<file path="src/rtl/sop_pkg.sv">
// sop_pkg: shared constants and width helpers for the sop_fir_pipe FIR filter.
//   DEF_WIDTH / DEF_TAPS : default sample width and tap count
//   sop_aw  : coefficient address width, clog2(taps)
//   sop_ow  : full-precision output width, width + cwidth + clog2(taps)
//   sop_lat : in_valid-to-out_valid latency in edges, 2 + clog2(taps)
package sop_pkg;

  localparam int unsigned DEF_WIDTH = 4;
  localparam int unsigned DEF_TAPS  = 4;

  function automatic int unsigned sop_aw(input int unsigned taps);
    return $clog2(taps);
  endfunction

  function automatic int unsigned sop_ow(input int unsigned width, input int unsigned cwidth,
                                         input int unsigned taps);
    return width + cwidth + $clog2(taps);
  endfunction

  function automatic int unsigned sop_lat(input int unsigned taps);
    return 2 + $clog2(taps);
  endfunction

endpackage

</file>
<file path="src/rtl/sop_tap.sv">
// sop_tap: one FIR tap -- delay-line word, coefficient register and product register.
//   clk, rst_n  : clock, asynchronous active-low (already synchronised) reset
//   clear       : synchronous flush of delay word and product (coefficient kept)
//   shift       : load din into the delay word
//   din         : previous tap's delay word (or the input sample for tap 0)
//   coef_we     : write coef_wdata into the coefficient register
//   prod_en     : register a new product this edge
//   dout        : this tap's delay word, forwarded to the next tap
//   prod        : registered unsigned product dout * coefficient
module sop_tap #(
  parameter int unsigned WIDTH  = 4,
  parameter int unsigned CWIDTH = 5
) (
  input  logic                     clk,
  input  logic                     rst_n,
  input  logic                     clear,
  input  logic                     shift,
  input  logic [WIDTH-1:0]         din,
  input  logic                     coef_we,
  input  logic [CWIDTH-1:0]        coef_wdata,
  input  logic                     prod_en,
  output logic [WIDTH-1:0]         dout,
  output logic [WIDTH+CWIDTH-1:0]  prod
);

  localparam int unsigned PW = WIDTH + CWIDTH;

  logic [WIDTH-1:0]  dly_q;
  logic [CWIDTH-1:0] coef_q;
  logic [PW-1:0]     prod_q;

  always_ff @(posedge clk or negedge rst_n) begin
    if (!rst_n) begin
      dly_q  <= '0;
      coef_q <= '0;
      prod_q <= '0;
    end else begin
      // clear wins over a simultaneous shift; coefficients survive a clear
      if (clear) begin
        dly_q <= '0;
      end else if (shift) begin
        dly_q <= din;
      end

      if (coef_we) begin
        coef_q <= coef_wdata;
      end

      if (clear) begin
        prod_q <= '0;
      end else if (prod_en) begin
        prod_q <= PW'(dly_q) * PW'(coef_q);
      end
    end
  end

  assign dout = dly_q;
  assign prod = prod_q;

endmodule

</file>
<file path="src/rtl/sop_fir_pipe.sv">
// sop_fir_pipe: pipelined sum-of-products FIR, y[n] = sum_k c[k] * x[n-k], unsigned,
// full precision. One sample per cycle, no backpressure.
//   CLK        : clock, rising edge
//   RESET      : asynchronous active-low reset (deassertion synchronised internally)
//   clear      : synchronous flush of data path and valid pipe; coefficients kept
//   in_valid   : data_in carries a sample
//   data_in    : sample x[n]
//   coef_wr    : coefficient write strobe
//   coef_addr  : tap index for the write (indices >= TAPS are ignored)
//   coef_data  : coefficient value
//   out_valid  : final_out holds a new result
//   final_out  : filter output, held while out_valid is low
// Pipeline: delay line (edge 0), products (edge 1), then one registered adder-tree level
// per edge; the root level is final_out itself.
module sop_fir_pipe
  import sop_pkg::*;
#(
  parameter int unsigned WIDTH  = DEF_WIDTH,
  parameter int unsigned CWIDTH = WIDTH + 1,
  parameter int unsigned TAPS   = DEF_TAPS
) (
  input  logic                                   CLK,
  input  logic                                   RESET,
  input  logic                                   clear,
  input  logic                                   in_valid,
  input  logic [WIDTH-1:0]                       data_in,
  input  logic                                   coef_wr,
  input  logic [sop_aw(TAPS)-1:0]                coef_addr,
  input  logic [CWIDTH-1:0]                      coef_data,
  output logic                                   out_valid,
  output logic [sop_ow(WIDTH, CWIDTH, TAPS)-1:0] final_out
);

  localparam int unsigned AW  = sop_aw(TAPS);
  localparam int unsigned OW  = sop_ow(WIDTH, CWIDTH, TAPS);
  localparam int unsigned LAT = sop_lat(TAPS);
  localparam int unsigned PW  = WIDTH + CWIDTH;
  localparam int unsigned L   = AW;        // adder-tree levels
  localparam int unsigned N   = 1 << L;    // tree leaves, zero-padded above TAPS

  // Reset cell: assert asynchronously, release two edges after RESET rises.
  logic [1:0] rst_sync_q;
  logic       rst_n;

  always_ff @(posedge CLK or negedge RESET) begin
    if (!RESET) begin
      rst_sync_q <= '0;
    end else begin
      rst_sync_q <= {rst_sync_q[0], 1'b1};
    end
  end

  assign rst_n = rst_sync_q[1];

  // Valid pipe: bit t marks stage t holding a live sample (0 = delay line,
  // 1 = products, 2.. = tree levels); the top bit is out_valid.
  logic [LAT-1:0] v_q;

  always_ff @(posedge CLK or negedge rst_n) begin
    if (!rst_n) begin
      v_q <= '0;
    end else if (clear) begin
      v_q <= '0;
    end else begin
      v_q <= {v_q[LAT-2:0], in_valid};
    end
  end

  assign out_valid = v_q[LAT-1];

  // Taps
  logic [WIDTH-1:0] dly  [TAPS];
  logic [PW-1:0]    prod [TAPS];

  for (genvar k = 0; k < TAPS; k++) begin : g_tap
    logic [WIDTH-1:0] tap_in;

    if (k == 0) begin : g_first
      assign tap_in = data_in;
    end else begin : g_next
      assign tap_in = dly[k-1];
    end

    sop_tap #(
      .WIDTH  (WIDTH),
      .CWIDTH (CWIDTH)
    ) u_tap (
      .clk        (CLK),
      .rst_n      (rst_n),
      .clear      (clear),
      .shift      (in_valid),
      .din        (tap_in),
      .coef_we    (coef_wr && (coef_addr == AW'(k))),
      .coef_wdata (coef_data),
      .prod_en    (v_q[0]),
      .dout       (dly[k]),
      .prod       (prod[k])
    );
  end

  // Adder tree stored as a heap: node j has children 2j and 2j+1, node 1 is the root,
  // heap entries N..2N-1 are the (zero-extended, zero-padded) products.
  logic [OW-1:0] node_q [1:N-1];
  logic [OW-1:0] heap   [2*N];

  always_comb begin
    for (int j = 0; j < 2 * N; j++) begin
      heap[j] = '0;
    end
    for (int j = 1; j < N; j++) begin
      heap[j] = node_q[j];
    end
    for (int i = 0; i < TAPS; i++) begin
      heap[N+i] = OW'(prod[i]);
    end
  end

  // A node at depth d belongs to tree level L-d and loads only when the stage feeding
  // it is valid, so the root (final_out) holds between results.
  always_ff @(posedge CLK or negedge rst_n) begin
    if (!rst_n) begin
      for (int j = 1; j < N; j++) begin
        node_q[j] <= '0;
      end
    end else if (clear) begin
      for (int j = 1; j < N; j++) begin
        node_q[j] <= '0;
      end
    end else begin
      for (int d = 0; d < L; d++) begin
        for (int i = 0; i < (1 << d); i++) begin
          if (v_q[L-d]) begin
            node_q[(1<<d)+i] <= heap[2*((1<<d)+i)] + heap[2*((1<<d)+i)+1];
          end
        end
      end
    end
  end

  assign final_out = node_q[1];

endmodule

</file>
<file path="config.mk">
export PLATFORM = sky130hd
export DESIGN_NAME = sop_fir_pipe
export DESIGN_NICKNAME = d
export VERILOG_FILES = /design/src/rtl/sop_pkg.sv /design/src/rtl/sop_tap.sv /design/src/rtl/sop_fir_pipe.sv
export SDC_FILE = /design/constraint.sdc
export NUM_CORES = 1
export LEC_CHECK = 0
export ABC_AREA = 1
export BUFFER_PORTS_ARGS = -buffer_cell sky130_fd_sc_hd__buf_2
export CORE_MARGIN = 2
export CORE_UTILIZATION = 60
export DETAILED_ROUTE_END_ITERATION = 7
export PLACE_DENSITY = 0.79
export RECOVER_POWER = 25
export SYNTH_ARGS = -nofsm -noshare
export SYNTH_HDL_FRONTEND = slang
export SYNTH_SLANG_ARGS = --single-unit
</file>
<file path="constraint.sdc">
create_clock -name CLK -period 7 [get_ports CLK]
set_clock_uncertainty 0.2 [all_clocks]
set_input_delay 0.7 -clock CLK [delete_from_list [all_inputs] [get_ports CLK]]
set_output_delay 0.7 -clock CLK [all_outputs]
set_load 0.005 [all_outputs]
</file>
==> flow_metrics.env <==
export IMPL_critPathBufInv=3
export IMPL_p_leak_nw=4.74
export IMPL_cts_tree="built"
export IMPL_ys_top_cells_by_area="dfrtp_1 (36%), nand2_1 (15%), ha_1 (13%)"
export IMPL_synth_top_family_by_area="simple AND/OR/NAND/NOR gates"
export IMPL_synth_simple_area_share=0.230
export IMPL_placed_area_mm2=0.00772
export IMPL_synth_compound_area_share=0.104
export IMPL_postCtsSetupRepairBufs=0
export IMPL_required_ns=7.05
export IMPL_clock_latency_ns=0.36
export IMPL_worstMarginPinSlew_ns=1.71
export IMPL_post_drt_wl_per_cell_um=12.7
export IMPL_status="finished with violations"
export IMPL_routed_wirelength_um=14600
export IMPL_min_to="rst_sync_q[1]$_DFF_PN0_"
export IMPL_ys_warn_count=0
export IMPL_syn_to_final_growth_pct=6.74
export IMPL_synthMuxAreaShare=0
export IMPL_htree_levels=3
export IMPL_cts_buffers=9
export IMPL_r2r_slack_ns=3.96
export IMPL_drtIter0Drc=305
export IMPL_ir_drop_mv=0.173
export IMPL_rsz0062_at_grt="no"
export IMPL_drc=0
export IMPL_relSlewSlack=-0.140
export IMPL_ant_nets=0
export IMPL_clk_pin_slew_worst_paths_ns=0.07
export IMPL_whs_path_depth=0
export IMPL_max_stage_delay_ns=0.53
export IMPL_dp_cells=1129
export IMPL_critical_path_class="reg -> reg"
export IMPL_grt_usage=0.247
export IMPL_cp_start_kind="flop"
export IMPL_fin_cells=1146
export IMPL_slowest_stage="fa_1"
export IMPL_grt_max_degree=66
export IMPL_netlist_instances=957
export IMPL_dieArea_mm2=0.0134
export IMPL_core_area_mm2=0.0121
export IMPL_stdcell_area_mm2=0.00802
export IMPL_nNetsFinal=1096
export IMPL_synth_seq_area_share=0.363
export IMPL_dieHeight_um=116
export IMPL_antenna_found_initial=0
export IMPL_finalSetupViolCount=0
export IMPL_die_w_um=116
export IMPL_start_util=0.620
export IMPL_violations="max-capacitance violations, max-slew violations"
export IMPL_endpoint_kind="flop"
export IMPL_grt_pass1_wl_um=26200
export IMPL_hold_start="rst_sync_q[0]$_DFF_PN0_"
export IMPL_cts_resized=0
export IMPL_total_power_mw=1.32
export IMPL_cts_num_sinks=109
export IMPL_fmaxAchievable_mhz=329
export IMPL_fin_tns_setup_ns=0
export IMPL_cts_root_buf="clkbuf_16"
export IMPL_io_buffer_count=27
export IMPL_timing_rr_start="g_tap[2].u_tap.dout[3]$_DFFE_PN0P_"
export IMPL_hold_viol=0
export IMPL_p_per_area_mw_per_mm2=164
export IMPL_r2r_end="g_tap[2].u_tap.prod[7]$_DFFE_PN0P_"
export IMPL_crit_path_cell_trace="nand2_1 > inv_1 > fa_1 > inv_1 > fa_1 > inv_1 > ha_1 > a21oi_1 > or2_2 > nand3_1 > nand2_1 > nand3_1 > nand2_1"
export IMPL_io_pins=28
export IMPL_synth_xor_xnor_area_share=0
export IMPL_gp_congestion=0.871
export IMPL_yosysUniqueCellTypes=25
export IMPL_diodes=0
export IMPL_cp_num_cells=13
export IMPL_fin_crit_sh=0.434
export IMPL_finalWorstPathRequiredPeriod_ns=3.04
export IMPL_hold_path_class="reg -> reg"
export IMPL_crit_arrival_ns=3.09
export IMPL_synth_seq_cells=109
export IMPL_row_count=40
export IMPL_yosysTopAreaCellShare=0.363
export IMPL_cts_buffer_depth=2
export IMPL_avgSynthCellArea_um2=7.85
export IMPL_dp_final_hpwl_um=11300
export IMPL_netlist_area_mm2=0.00751
export IMPL_dr_pass1_iters=5
export IMPL_vias=5946
export IMPL_via_per_inst=5.19
export IMPL_cp_max_fo=7
export IMPL_synth_area_leader_cell="dfrtp_1"
export IMPL_syn_nets=1080
export IMPL_critPathTopFamily="adder cells"
export IMPL_slew_viol_final=44
export IMPL_r2r_worst_path_cells=13
export IMPL_grt_overflow=0
export IMPL_cap_violations=1
export IMPL_synthAdderAreaFrac=0.205
export IMPL_post_route_cells_drive_above_1_share=0.0521
export IMPL_critPathLaunch="g_tap[2].u_tap.dout[3]$_DFFE_PN0P_"
export IMPL_grt_pass1_vias=5817
[synth_stat cells (all sizes together)]
cell type	count
a21oi	33
a22o	18
a31o	3
a32o	4
buf	22
clkbuf	3
conb	1
dfrtp	109
fa	27
ha	80
inv	153
nand2	308
nand3	49
nand3b	1
nand4	14
nor2	50
o21ai	67
o21bai	1
o22ai	8
or2	6
[worst reg2reg max path: stages, from the launching register on]
cell and delay, ns:
dfrtp_1 0.43, nand2_1 0.08, inv_1 0.05, fa_1 0.53, inv_1 0.05, fa_1 0.53, inv_1 0.04, ha_1 0.38
a21oi_1 0.11, or2_2 0.30, nand3_1 0.07, nand2_1 0.05, nand3_1 0.06, nand2_1 0.06
[timing repair]
item | 4_1_cts | 5_1_grt
hold endpoints to repair | 2 | 0
setup endpoints to repair | 0 | 0
hold buffers | 1 | 0
[metrics by stage]
stage                     setup slack [ns]  utilization  hold slack, ns
after global placement                4.03        0.637           0.141
after global routing                  3.78        0.662           0.176
final                                 3.96        0.662           0.165
after detailed placement              3.98        0.637           0.140
after CTS                             3.97        0.663           0.148
after floorplan                       3.54            -           0.131
[cells in the final DEF (no fill, tap or decap), types with 12 or more instances in the layout]
| master | netlist | layout |
|---|---|---|
| fa_1 | 27 | 27 |
| ha_1 | 80 | 80 |
| a22o_1 | 18 | 18 |
| a21oi_1 | 33 | 33 |
| o21ai_1 | 12 | 12 |
| nor2_1 | 48 | 49 |
| inv_1 | 151 | 152 |
| nand2_1 | 308 | 308 |
| nand4_1 | 14 | 14 |
| nand3_1 | 49 | 49 |
| dfrtp_1 | 109 | 109 |
| o21ai_0 | 55 | 55 |
| buf_2 | 7 | 24 |
[where the power goes]
part           internal (mW)  switching, mW
clock network          0.288          0.228
registers              0.655         0.0391
logic                 0.0353         0.0705
[layout make-up]
type                            instances  area (µm²)
Tap cell                              168         210
Clock inverter                          5        58.8
Multi-Input combinational cell        670        4050
Fill cell                            1058        4090
Clock buffer                           11         243
Inverter                              153         574
Sequential cell                       109        2730
Timing Repair Buffer                   30         156
[kinds of logic (layout without fill, tap and decap cells)]
kind of cell / count (synthesis) / after routing
AO/OA/AOI/OAI: 134 / 134
other: 1 / 1
adder cells (fa/ha/maj): 107 / 107
flip-flops: 109 / 109
AND/OR/NAND/NOR: 428 / 428
buffers and inverters: 178 / 199
[metal layers]
metal	part of all wire	vias to the layer above	wire length (µm)	global-route usage
met3	0.038	24	553	0.0450
met4	0.027	0	390	0.0897
li1	-	3090	-	-
met2	0.46	108	6750	0.416
met5	0	-	0	0
met1	0.47	2724	6890	0.321
[flip-flops by register name (all words and copies together) (netlist names)]
register / flops
rst_sync_q: 2
heap: 20
g_tap.u_tap.coef_q: 20
final_out: 11
v_q: 4
g_tap.u_tap.dout: 16
g_tap.u_tap.prod: 36
[worst max path at each step]
stage	to	slack (ns)
after floorplan	final_out[0]$_DFFE_PN0P_	3.54
after global placement	g_tap[2].u_tap.prod[7]$_DFFE_PN0P_	4.03
after detailed placement	g_tap[1].u_tap.prod[5]$_DFFE_PN0P_	3.98
after CTS	g_tap[1].u_tap.prod[5]$_DFFE_PN0P_	3.97
after global routing	g_tap[2].u_tap.prod[7]$_DFFE_PN0P_	3.78
final	g_tap[2].u_tap.prod[7]$_DFFE_PN0P_	3.96
Note: power is estimated with default switching activity, not from simulation.
